$ cat config.mk
export PLATFORM = sky130hd
export DESIGN_NAME = inst_fetch
export DESIGN_NICKNAME = d
export VERILOG_FILES = /design/src/rtl/inst_fetch.sv
export SDC_FILE = /design/constraint.sdc
export NUM_CORES = 1
export LEC_CHECK = 0
export ABC_AREA = 1
export ABC_CLOCK_PERIOD_IN_PS = 1800
export BUFFER_PORTS_ARGS = -buffer_cell sky130_fd_sc_hd__buf_2
export CORE_MARGIN = 5
export CORE_UTILIZATION = 45
export CTS_BUF_LIST = sky130_fd_sc_hd__clkbuf_2
export DETAILED_ROUTE_END_ITERATION = 7
export GPL_TIMING_DRIVEN = 0
export HOLD_SLACK_MARGIN = 0.06
export PLACE_DENSITY = 0.76
export SYNTH_ARGS = -nofsm -noshare
export SYNTH_HDL_FRONTEND = slang
export SYNTH_SLANG_ARGS = --single-unit
export TNS_END_PERCENT = 50
$ cat constraint.sdc
create_clock -name clk -period 1.8 [get_ports clk]
set_input_delay 0.18 -clock clk [delete_from_list [all_inputs] [get_ports clk]]
set_output_delay 0.18 -clock clk [all_outputs]
set_load 0.02 [all_outputs]
$ cat src/rtl/inst_fetch.sv
`timescale 1ns/1ps
`default_nettype none
// ============================================================================
// Module      : inst_fetch
// Description : Instruction fetch/decode stage. Owns the PC, issues word
//               requests over a req/ack handshake, latches the returned
//               instruction and splits it into register-fetch fields.
//               Handles stall and branch redirects, including redirects that
//               arrive while a memory request is still outstanding.
// Revision    : 1.0 - initial release
// ============================================================================
module inst_fetch #(
  parameter int               REG_INDEX_BIT_WIDTH = 4,
  parameter int               DBITS               = 32,
  parameter logic [DBITS-1:0] RESET_PC            = '0
) (
  input  logic                           clk,
  input  logic                           res,
  input  logic                           stall,
  input  logic                           brTaken,
  input  logic [DBITS-1:0]               brTarget,
  output logic                           imemReq,
  output logic [DBITS-1:0]               imemAddr,
  input  logic                           imemAck,
  input  logic [31:0]                    imemData,
  output logic                           instValid,
  output logic [DBITS-1:0]               pc,
  output logic [DBITS-1:0]               pcPlus4,
  output logic [3:0]                     opcode,
  output logic [REG_INDEX_BIT_WIDTH-1:0] rd,
  output logic [REG_INDEX_BIT_WIDTH-1:0] rs1,
  output logic [REG_INDEX_BIT_WIDTH-1:0] rs2,
  output logic [15:0]                    imm16
);

  localparam logic [1:0]       c_st_fetch  = 2'd0;
  localparam logic [1:0]       c_st_valid  = 2'd1;
  localparam logic [1:0]       c_st_squash = 2'd2;
  localparam logic [DBITS-1:0] c_pc_step   = DBITS'(4);
  localparam logic [DBITS-1:0] c_word_mask = {{(DBITS-2){1'b1}}, 2'b00};

  logic [1:0]       r_state;
  logic [1:0]       w_state_nxt;
  logic [DBITS-1:0] r_addr;
  logic [DBITS-1:0] r_tgt;
  logic [31:0]      r_inst;
  logic [DBITS-1:0] w_br_tgt;

  // Redirect targets are always word aligned; the low two bits are dropped.
  assign w_br_tgt = brTarget & c_word_mask;

  // State register.
  always_ff @(posedge clk) begin
    if (res) r_state <= c_st_fetch;
    else     r_state <= w_state_nxt;
  end

  // Next-state selection; a redirect without ack in FETCH must ride out the
  // outstanding request in SQUASH so the handshake is never abandoned.
  always_comb begin
    w_state_nxt = r_state;
    case (r_state)
      c_st_fetch: begin
        if (imemAck)      w_state_nxt = brTaken ? c_st_fetch : c_st_valid;
        else if (brTaken) w_state_nxt = c_st_squash;
      end
      c_st_squash: begin
        if (imemAck) w_state_nxt = c_st_fetch;
      end
      c_st_valid: begin
        if (brTaken || !stall) w_state_nxt = c_st_fetch;
      end
      default: w_state_nxt = c_st_fetch;
    endcase
  end

  // State-decoded outputs; the request is masked while reset is asserted.
  always_comb begin
    imemReq   = 1'b0;
    instValid = 1'b0;
    case (r_state)
      c_st_fetch, c_st_squash: imemReq   = !res;
      c_st_valid:              instValid = 1'b1;
      default: begin
        imemReq   = 1'b0;
        instValid = 1'b0;
      end
    endcase
  end

  // Address, instruction and pending-target registers.
  always_ff @(posedge clk) begin
    if (res) begin
      r_addr <= RESET_PC;
      r_inst <= '0;
      r_tgt  <= '0;
    end else begin
      case (r_state)
        c_st_fetch: begin
          if (imemAck && !brTaken) r_inst <= imemData;
          if (imemAck && brTaken)  r_addr <= w_br_tgt;
          if (!imemAck && brTaken) r_tgt  <= w_br_tgt;
        end
        c_st_squash: begin
          // The newest redirect wins, even in the cycle the old ack lands.
          if (brTaken) r_tgt  <= w_br_tgt;
          if (imemAck) r_addr <= brTaken ? w_br_tgt : r_tgt;
        end
        c_st_valid: begin
          if (brTaken)     r_addr <= w_br_tgt;
          else if (!stall) r_addr <= r_addr + c_pc_step;
        end
        default: begin
          r_addr <= r_addr;
        end
      endcase
    end
  end

  assign imemAddr = r_addr;
  assign pc       = r_addr;
  assign pcPlus4  = r_addr + c_pc_step;
  assign opcode   = r_inst[31:28];
  assign rd       = r_inst[24 +: REG_INDEX_BIT_WIDTH];
  assign rs1      = r_inst[20 +: REG_INDEX_BIT_WIDTH];
  assign rs2      = r_inst[16 +: REG_INDEX_BIT_WIDTH];
  assign imm16    = r_inst[15:0];

endmodule
`default_nettype wire

==> results.py <==
metrics = {
    "clock_tree": {
        "cts_buffers": 9,
        "clk_pin_slew_ns": 0.27,
        "clock_tree.buffer_depth": 2,
        "cts_tree": "yes",
        "htreeDepth": 3,
        "clock-sinks": 98,
        "root_buffer": "clkbuf_2",
        "clock_latency_ns": 0.59,
    },
    "job": {
        "max_cap_viol_count": 0,
    },
    "synth": {
        "async_reset_ff_frac": 0,
        "synthFlopType": "dfxtp_1",
        "yosysTopAreaCellShare": 0.324,
        "synthTopCellsByArea": "dfxtp_1 (32%), nand2_1 (15%), a21oi_1 (11%)",
        "ys_seq_elements": 98,
        "syn_inst": 923,
        "ys_types": 38,
        "yosysTopAreaCell": "dfxtp_1",
        "synth_warnings": 0,
        "synth_edf_count": 0,
        "syn-mean-instance-area_um2": 6.56,
        "synth_nets": 997,
        "ys_seq_area_frac": 0.324,
        "syn_area_mm2": 0.00605,
    },
    "setup_path": {
        "path_buf_inv": 5,
        "critPathMostFrequentCell": "buf_6",
        "start_kind": "flip-flop",
        "setup.worst_path.class": "reg2out",
        "end_kind": "output pin",
        "critPathTopFamily": "simple AND/OR/NAND/NOR gates",
        "cp_max_fo": 3,
        "critPathSlowestCell": "dfxtp_4",
        "worstPathRequired_ns": 1.62,
        "worstPathArrival_ns": 2.22,
        "crit_path_cell_trace": "buf_6 -> nand2_4 -> nor2_8 -> buf_12 -> buf_4 -> inv_2 -> nor2_4 -> nand3_1 -> nand2_2 -> buf_6",
        "cpPeakStageDelay_ns": 0.43,
    },
    "floorplanning": {
        "initial_core_util": 0.459,
        "die-area_mm2": 0.0159,
        "core_area_mm2": 0.0132,
        "pin_count": 199,
        "rows": 42,
        "die_h_um": 126,
        "dieWidth_um": 126,
    },
    "final_layout": {
        "drive_gt1_frac": 0.421,
        "n_fill_cell": 973,
        "regArea_mm2": 0.00206,
        "multiInputGateArea_mm2": 0.00394,
        "utilization": 0.719,
        "nets": 1331,
        "area_delta_synth_final_pct": 56.6,
    },
    "pwr": {
        "p_leak_nw": 4.50,
        "power_density_mw_per_mm2": 706,
        "ir_drop_v": 0.000403,
        "power.total_w": 0.00669,
    },
    "sta": {
        "slew_headroom": 0.609,
        "finalCritPeriodShare": 1.33,
        "timing_hold_violations_final": 0,
        "slew_violations": 0,
        "grt_setup_unrepaired": "yes",
        "fmax_ghz": 0.417,
        "tightest_slew_ns": 0.586,
        "tns_ns": -15.23,
        "skew_ns": 0.0190,
        "setup_ws_ns": -0.597,
        "setup_violations": 52,
        "whs_ns": 0.334,
        "fin_crit_ns": 2.40,
    },
    "route": {
        "vias": 7788,
        "drc": 0,
        "wl_per_cell_um": 17.5,
        "wl_mm": 25.2,
        "vias_per_cell": 5.41,
        "drt_iter0_markers": 703,
        "firstDrtPassIters": 8,
        "antenna_left": 0,
    },
    "global_routing": {
        "grt_pass1_wl_mm": 35.1,
        "grt_max_degree": 16,
        "overflow": 0,
        "grt.total_usage": 0.269,
        "antenna_found_initial": 1,
        "grt_pass1_vias": 6957,
    },
    "placement": {
        "portBuffers": 195,
        "post-dp-hpwl_mm": 15.5,
        "finalWeightedCongestion": 0.968,
    },
    "run_status": {
        "status": "finished, violations left",
        "violations": "setup timing",
    },
    "min_path": {
        "hold_path_class": "in2reg",
    },
}
==> flip-flops by register name (all words and copies together) (netlist names) <==
name      count
r_state       2
r_inst       32
imemAddr     32
r_tgt        32
==> worst register-to-register path, delay by kind of cell (launching register included) <==
kind	cells	cell delay, ns
compound gates	1	0.06
fa+ha+maj	1	0.14
buf+inv	4	0.44
flops	1	0.43
simple gates	10	0.96
==> cell families (layout without fill, tap and decap cells) <==
family,after synthesis,after routing,synth area share
and+or+nand+nor,442,442,0.323
AOI/OAI and AO/OA,242,242,0.207
other,0,1,0
adders and majority gates,5,5,0.0103
xor gates and xnor gates,13,13,0.0263
DFF,98,98,0.324
buffers and inverters,123,462,0.109
==> path summary, 6_finish.rpt <==
| check | from | end | slack [ns] | cells past startpoint |
|---|---|---|---|---|
| hold reg to reg | r_tgt[0]$_SDFFE_PP0P_ | r_tgt[0]$_SDFFE_PP0P_ | 0.48 | 2 |
| hold / removal | res | r_state[0]$_SDFFE_PP0P_ | 0.33 | 3 |
| setup / recovery | imemAddr[3]$_SDFFE_PP0P_ | pcPlus4[29] | -0.60 | 10 |
| setup reg to reg | imemAddr[3]$_SDFFE_PP0P_ | imemAddr[22]$_SDFFE_PP0P_ | -0.32 | 16 |
==> cell usage after synthesis, drive strengths merged (5+ instances only) <==
| master | number |
|---|---|
| xor2 | 9 |
| nor2 | 132 |
| clkbuf | 38 |
| dfxtp | 98 |
| nand2 | 255 |
| o21ai | 98 |
| inv | 37 |
| buf | 47 |
| a21oi | 127 |
| nand3 | 22 |
| and2 | 7 |
| or2 | 18 |
| ha | 5 |
==> metrics by stage <==
stage / std cells / cell area (um2) / setup WS [ns]
after floorplan: 923 / 6090 / -0.0419
after global placement: 1294 / 7280 / -0.368
after detailed placement: 1294 / 7280 / -0.347
after CTS: 1411 / 8820 / -0.493
after global routing: 1439 / 9480 / -0.658
final: 1439 / 9480 / -0.597
==> per-layer routing <==
| layer | global-route usage | wire [um] |
|---|---|---|
| met3 | 0.0390 | 2320 |
| met2 | 0.461 | 12100 |
| met5 | 0 | 0 |
| met1 | 0.345 | 9620 |
| met4 | 0.0991 | 1180 |
==> power by group <==
part / switching (W) / internal, W
clock: 0.000764 / 0.000457
combinational: 0.00161 / 0.00121
sequential: 0.000241 / 0.00241
==> cells in the final DEF (no fill, tap or decap), types with 16 or more instances in the layout <==
master	netlist	routed
a21oi_1	127	119
buf_2	10	176
dfxtp_4	0	25
clkbuf_1	34	16
dfxtp_1	98	69
inv_1	31	24
nand2_1	241	199
buf_4	36	78
or2_2	18	18
o21ai_0	91	86
nor2_1	114	101
nand2_2	10	44
dlygate4sd3_1	0	66
clkbuf_2	0	22
buf_6	1	48
==> layout make-up <==
class / count / area share
Buffer: 85 / 0.0597
Inverter: 38 / 0.0179
Multi-Input combinational cell: 702 / 0.416
Antenna cell: 1 / 0.000264
Clock buffer: 10 / 0.00528
Timing Repair Buffer: 323 / 0.252
Tap cell: 176 / 0.0232
Sequential cell: 98 / 0.217
Clock inverter: 6 / 0.00858
==> what timing repair did <==
| action | 4_1_cts | 5_1_grt |
|---|---|---|
| endpoints found under the setup margin | 123 | 121 |
| gates resized for setup | 159 | 146 |
| gates cloned | 0 | 0 |
| setup buffers | 35 | 34 |
| hold endpoints to repair | 94 | 0 |
| pin swaps | 34 | 50 |
| hold buffers | 66 | 0 |
(Power assumes the default switching activity.)
